File: src/rtl/perf_counter_unit.sv
// Performance counter block: cycle, retired-instruction, stall and branch event counters
// under an IDLE/RUN/FROZEN FSM, with a ready/ack snapshot port. Define PERF_SATURATE_EN to saturate.
module perf_counter_unit #(
    parameter int WIDTH = 32
) (
    input  logic             clk,
    input  logic             reset,
    input  logic             start,
    input  logic             freeze,
    input  logic             clear,
    input  logic             retire_valid,
    input  logic             pipe_stall,
    input  logic             icache_stall,
    input  logic             branch_valid,
    input  logic             branch_mispredict,
    input  logic             snap_req,
    input  logic             snap_ack,
    output logic [WIDTH-1:0] cycle_count,
    output logic [WIDTH-1:0] instruction_count,
    output logic [WIDTH-1:0] stall_count,
    output logic [WIDTH-1:0] branch_count,
    output logic [WIDTH-1:0] branch_mispredicts,
    output logic             snap_valid,
    output logic [WIDTH-1:0] snap_cycle,
    output logic [WIDTH-1:0] snap_instr,
    output logic [WIDTH-1:0] snap_stall,
    output logic [WIDTH-1:0] snap_branch,
    output logic [WIDTH-1:0] snap_mispred,
    output logic [1:0]       state
);

    typedef enum logic [1:0] {
        IDLE   = 2'd0,
        RUN    = 2'd1,
        FROZEN = 2'd2
    } state_t;

    localparam logic [WIDTH-1:0] ONE = WIDTH'(1);

    state_t state_q;
    logic   snap_load;

    assign state = state_q;

    // A full counter holds its value when saturation is enabled instead of wrapping to zero.
    function automatic logic [WIDTH-1:0] bump(input logic [WIDTH-1:0] value);
`ifdef PERF_SATURATE_EN
        bump = (&value) ? value : value + ONE;
`else
        bump = value + ONE;
`endif
    endfunction

    // clear outranks freeze, which outranks start; counting is keyed on the current state,
    // so the start cycle is not counted while the freeze cycle is.
    always_ff @(posedge clk or negedge reset) begin
        if (!reset) begin
            state_q            <= IDLE;
            cycle_count        <= '0;
            instruction_count  <= '0;
            stall_count        <= '0;
            branch_count       <= '0;
            branch_mispredicts <= '0;
        end else if (clear) begin
            state_q            <= IDLE;
            cycle_count        <= '0;
            instruction_count  <= '0;
            stall_count        <= '0;
            branch_count       <= '0;
            branch_mispredicts <= '0;
        end else begin
            case (state_q)
                IDLE:    if (start)  state_q <= RUN;
                RUN:     if (freeze) state_q <= FROZEN;
                FROZEN:  if (start)  state_q <= RUN;
                default: state_q <= IDLE;
            endcase
            if (state_q == RUN) begin
                cycle_count <= bump(cycle_count);
                if (retire_valid)
                    instruction_count <= bump(instruction_count);
                if (pipe_stall || icache_stall)
                    stall_count <= bump(stall_count);
                if (branch_valid)
                    branch_count <= bump(branch_count);
                if (branch_valid && branch_mispredict)
                    branch_mispredicts <= bump(branch_mispredicts);
            end
        end
    end

    // A new snapshot may overwrite only an empty buffer or one being acknowledged this cycle.
    assign snap_load = snap_req && (!snap_valid || snap_ack);

    always_ff @(posedge clk or negedge reset) begin
        if (!reset) begin
            snap_valid   <= 1'b0;
            snap_cycle   <= '0;
            snap_instr   <= '0;
            snap_stall   <= '0;
            snap_branch  <= '0;
            snap_mispred <= '0;
        end else if (snap_load) begin
            snap_valid   <= 1'b1;
            snap_cycle   <= cycle_count;
            snap_instr   <= instruction_count;
            snap_stall   <= stall_count;
            snap_branch  <= branch_count;
            snap_mispred <= branch_mispredicts;
        end else if (snap_ack) begin
            snap_valid <= 1'b0;
        end
    end

endmodule

File: config.mk
export PLATFORM = sky130hd
export DESIGN_NAME = perf_counter_unit
export DESIGN_NICKNAME = d
export VERILOG_FILES = /design/src/rtl/perf_counter_unit.sv
export SDC_FILE = /design/constraint.sdc
export NUM_CORES = 1
export LEC_CHECK = 0
export ABC_AREA = 1
export BUFFER_PORTS_ARGS = -buffer_cell sky130_fd_sc_hd__clkbuf_2
export CAP_MARGIN = 25
export CORE_MARGIN = 10
export CORE_UTILIZATION = 35
export CTS_BUF_LIST = sky130_fd_sc_hd__clkbuf_4 sky130_fd_sc_hd__clkbuf_8 sky130_fd_sc_hd__clkbuf_16
export DETAILED_ROUTE_END_ITERATION = 7
export PLACE_DENSITY = 0.55
export SLEW_MARGIN = 30
export SYNTH_ARGS = -nofsm -noshare
export SYNTH_HDL_FRONTEND = slang
export SYNTH_SLANG_ARGS = --single-unit
File: constraint.sdc
create_clock -name clk -period 1.5 [get_ports clk]
set_input_delay 0.075 -clock clk [delete_from_list [all_inputs] [get_ports clk]]
set_output_delay 0.075 -clock clk [all_outputs]
set_load 0.01 [all_outputs]
# Yosys cells after proc, flatten, opt, wreduce, memory -nomap -nowiden
# Cells that the tools add are included.
[op_classes] add_sub_neg=5 multipliers=0 div=0 n_lt_le_gt_ge=0 n_eq_ne=4 shifts=0 muxes=20 n_bitwise=0 reduce_logical=18
[ops] op="$mux 32" count=14
[ops] op="$add 32x1->32 const B" count=5
[ops] op="$reduce_bool 2->1" count=6
[ops] op="$reduce_and 2->1" count=5
[ops] op="$mux 2" count=3
[ops] op="$pmux 2 s2" count=1
[ops] op="$ne 3x1->1 const B" count=1
[ops] op="$ne 3x3->1 const B" count=1
[ops] op="$eq 2x1->1 const B" count=1
[ops] op="$eq 2x2->1 const B" count=1
[ops] op="$logic_and 1x1->1" count=2
[ops] op="$logic_not 2->1" count=1
[ops] op="$logic_or 1x1->1" count=2
[ops] op="$mux 1" count=2
[ops] op="$reduce_or 2->1" count=1
[ops] op="$logic_not 1->1" count=1
[totals] ff_bits=323 latchBits=0 ramBits=0 rom_bits=0 output_inout_bits=323 memories=0

# Logic depth before layout (Yosys ltp)
[logic_depth] depth_word=4 mapped_depth=10

# Worst setup path before layout
# Ideal clock, no wire load.
[synth_timing] path_type="flip-flop to flip-flop" startpoint="register stall_count[1]" endpoint="register stall_count[10]" arrival_time_ns=1.349 path_slack_ns=0.030 path_stages_with_launch=10 n_path_buf=1 cell_sequence="dfrtp_1 > ha_1 > nand3_1 > inv_1 > nand2_1 > nor2_2 > buf_4 > nand2_1 > o21ai_0 > nor2_1"
[synth_via] elab_chain_cells=4
[synth_rtl] element="start, declared" line="20" text="output logic [WIDTH-1:0] stall_count,"
[synth_rtl] element="start signal, assigned" line="83" text="stall_count <= bump(stall_count);"
[synth_rtl] element="$add 32x1->32" line="50" text="bump = value + ONE;"
[synth_rtl] element="$mux 32" line="82" text="if (pipe_stall || icache_stall)"
[synth_rtl] element="$mux 32" line="78" text="if (state_q == RUN) begin"
[synth_rtl] element="$mux 32" line="64" text="end else if (clear) begin"
# Every way passes these cells. The select of a mux whose other input is x is not followed.
# A chain may end at the register's enable or synchronous reset.

# Worst setup path after layout
[layout_timing] startpoint="register state_q[1] (netlist: state[1])" endpoint="register cycle_count[23]"
[layout_via] elab_chain_cells=2
[layout_rtl] element="start, declared" line="40" text="state_t state_q;"
[layout_rtl] element="start signal, assigned" line="58" text="state_q <= IDLE;"
[layout_rtl] element="start signal, assigned" line="65" text="state_q <= IDLE;"
[layout_rtl] element="start signal, assigned" line="73" text="IDLE: if (start) state_q <= RUN;"
[layout_rtl] element="$eq 2x1->1" line="78"
[layout_rtl] element="$reduce_bool 2->1 (no source line)"
[layout_rtl] element="end signal, assigned" line="79" text="cycle_count <= bump(cycle_count);"
[layout_rtl] element="end, declared" line="18" text="output logic [WIDTH-1:0] cycle_count,"
# Every way passes these cells.

==> reports/qor.csv <==
stage;metric;value;unit
status;outcome;finished with violations;
status;violations;negative setup slack;
power;clkPwrFrac;49.3;%
critical_path;slowest_stage;dfrtp_1;
power;swShare;23.8;%
place;dp_hpwl;38300;um
place;placed_area;0.0187;mm2
yosys;synth_top_area_share;53.4;%
timing;max_freq;621;MHz
power;pwr-share-comb;6.8;%
critical_path;worstReg2RegStart;state[1]$_DFFE_PN0P_;
finish;final_nets;2398;
cts;cts_tree;done;
critical_path;setup.worst_path.start_class;flop;
critical_path;rrSetupSlack;-0.11;ns
critical_path;rr_endpoint;cycle_count[23]$_DFFE_PN0P_;
global_routing;grt_start_max_net_pins;61;
timing;relSlewSlack;68.1;%
yosys;ys.flop_type;dfrtp_1;
yosys;synth_edf_count;0;
critical_path;r2r_cells;10;
yosys;syn_avg_cell_area;8.20;um2
detailed_routing;drc_errors;0;
yosys;synth_largest_area_cell;dfrtp_1;
cts;insertion_delay;0.57;ns
detailed_routing;wl_per_cell;17.2;um
cts;numCtsBuffers;39;
global_routing;grt_pass1_wl;80900;um
timing;setup_viol;25;
timing;rsz0062_at_grt;true;
yosys;yosys.area_share.simple;26.5;%
yosys;syn-num-nets;1861;
floorplanning;die_area;0.0519;mm2
floorplanning;num_rows;76;
detailed_routing;vias_per_cell;4.80;
yosys;synth_xor_area_share;0;%
timing;fin_skew;0.0223;ns
finish;mostFrequentLayoutCells;nand2_1, clkbuf_2, dfrtp_1;
timing;fin_ws;-0.111;ns
finish;final_layout_size_suffix_gt1_share;39.2;%
timing;whs;0.0267;ns
yosys;synth_top_family_by_area;simple AND/OR/NAND/NOR gates;
hold_path;hold_path_class;in -> async;
power;leakagePower;10.5;nW
critical_path;critical_path_arrival;2.09;ns
floorplanning;num_io_pins;335;
floorplanning;core-area;0.0429;mm2
finish;areaGrowthSynthToFinish;43.5;%
power;p_sw;0.00480;W
timing;worstMarginPinSlew;0.478;ns
power;powerDensity;929;mW/mm2
detailed_routing;first_iter_violations;977;
place;routabilityCongestion;0.893;
finish;mostFrequentLayoutCell;nand2_1;
cts;htreeDepth;2;
yosys;ys_seq_elements;323;
yosys;muxShareOfSynthArea;5.51;%
yosys;syn_inst;1844;
finish;finalInstanceArea;0.0217;mm2
critical_path;critPathRequiredTime;1.98;ns
global_routing;overflow;0;
cts;cts.clk_slew.worst_paths;0.06;ns
timing;finalSetupTns;-0.687;ns
yosys;ys_async_sr_fraction;100;%
timing;finalCriticalPeriod;1.61;ns
global_routing;grt_pass1_vias;14200;
cts;clockRootBuffer;clkbuf_16;
cts;clk_path_buf_depth;3;
yosys;synth-compound-area-share;8.43;%
power;ir_worst_vdd;1070;uV
detailed_routing;dr.pass1.iters;5;
run;maxCapViolCount;0;
critical_path;end_kind;flop;
global_routing;track_usage;19.0;%
power;pwr-share-seq;43.9;%
critical_path;crit_type;reg -> reg;
timing;final-max-slew-violation-count;0;
yosys;seq_area_frac_synth;53.4;%
floorplanning;die_w;228;um
critical_path;cp_max_fo;5;
floorplanning;start_util;35.3;%
critical_path;crit_chain;inv_2, nand2_4, buf_6, nor2_4, nand2_4, nor2_4, nand2_2, nand2_1, nand2_1, nor2_1;
global_routing;antenna_found_initial;3;
timing;hold_viol_final;0;
detailed_routing;drt_wl_total;51500;um
yosys;synth_cell_types;29;
yosys;synthAdderAreaFrac;0.414;%
cts;cts.sinks;323;
yosys;synth_area_leaders;dfrtp_1, nand2_1, nor2_1, mux2_2, o21ai_0;
critical_path;crit_path_max_incr_delay;0.38;ns
detailed_routing;via_count;14400;
timing;fin_crit_sh;107;%
power;cellInternalPower;0.0154;W
floorplanning;die_h;228;um
yosys;netlist_area;0.0151;mm2
detailed_routing;ant_nets;0;
place;portBuffers;334;
yosys;ys_warn_count;0;
cell usage after synthesis (12+ instances only):
master and count:
buf_2 27, nor2_1 330, nand4_1 14, mux2_2 74, o21ai_0 148, inv_1 164, clkbuf_1 18, nor2_2 12
nand3_1 118, a21oi_1 98, nand2_1 461, dfrtp_1 323
worst max-delay path, delay by kind of cell, from the launching register on:
kind          cells  cell delay (ns)
simple gates      8             0.88
flops             1             0.38
buf+inv           2             0.26
per-layer routing:
layer  routed length (um)  vias up  global-route usage [%]
met5                   14        -                       0
met1                22800     6920                    24.9
met3                 3330       61                    5.17
met4                  843        4                    4.02
met2                24600      371                    31.0
li1                     -     7047                       -
metrics by stage:
step                setup WS (ns)  util [%]  power [W]  cells
floorplan                  0.0295         -    0.00949   1844
global placement          -0.0942      43.6     0.0102   2879
detailed placement         -0.129      43.6     0.0102   2879
CTS                       -0.0668      47.6     0.0202   2968
global route               -0.207      50.6     0.0209   2998
finish                     -0.111      50.6     0.0202   2998
power by group through the flow:
stage / Sequential, W / Combinational, W / Clock (W)
2_1_floorplan: 0.00903 / 0.000453 / 0
3_3_place_gp: 0.00899 / 0.00117 / 0
3_5_place_dp: 0.00900 / 0.00118 / 0
4_1_cts: 0.00884 / 0.00125 / 0.0102
5_1_grt: 0.00885 / 0.00152 / 0.0105
6_report: 0.00885 / 0.00137 / 0.00994
worst max path at each step:
| stage | startpoint | end | slack, ns | depth (start not counted) |
|---|---|---|---|---|
| after floorplan | stall_count[1]$_DFFE_PN0P_ | stall_count[10]$_DFFE_PN0P_ | 0.03 | 9 |
| after CTS | state[1]$_DFFE_PN0P_ | cycle_count[23]$_DFFE_PN0P_ | -0.07 | 10 |
| after global routing | state[1]$_DFFE_PN0P_ | cycle_count[23]$_DFFE_PN0P_ | -0.21 | 10 |
| after global placement | state[1]$_DFFE_PN0P_ | instruction_count[20]$_DFFE_PN0P_ | -0.09 | 8 |
| final | state[1]$_DFFE_PN0P_ | cycle_count[23]$_DFFE_PN0P_ | -0.11 | 10 |
| after detailed placement | state[1]$_DFFE_PN0P_ | instruction_count[20]$_DFFE_PN0P_ | -0.13 | 8 |
layout make-up:
type / instances / area, um2
diodes: 1 / 2.50
clock buffers: 59 / 1200
clock inverters: 13 / 154
fillers: 4131 / 21200
inverters: 166 / 633
multi-input cells: 1307 / 7290
flip-flops and latches: 323 / 8120
well taps: 585 / 732
repair buffers: 544 / 3570
flip-flops by register name, indices dropped and copies added, names as in the netlist, 32 cells and up:
| register | flops |
|---|---|
| branch_count | 32 |
| branch_mispredicts | 32 |
| cycle_count | 32 |
| instruction_count | 32 |
| snap_branch | 32 |
| snap_cycle | 32 |
| snap_instr | 32 |
| snap_mispred | 32 |
| snap_stall | 32 |
| stall_count | 32 |
cell families after synthesis:
family | Yosys count
simple gates | 974
compound gates | 252
flops | 323
buf+inv | 216
fa+ha+maj | 5
mux | 74
timing repair:
action	CTS	global route
hold buffers	10	0
gates resized for setup	57	308
endpoints found under the setup margin	100	130
endpoints found under the hold margin	335	0
buffers inserted	5	30
pin swaps	15	85
cloned	2	1
Power figures use the tool's default switching activity.
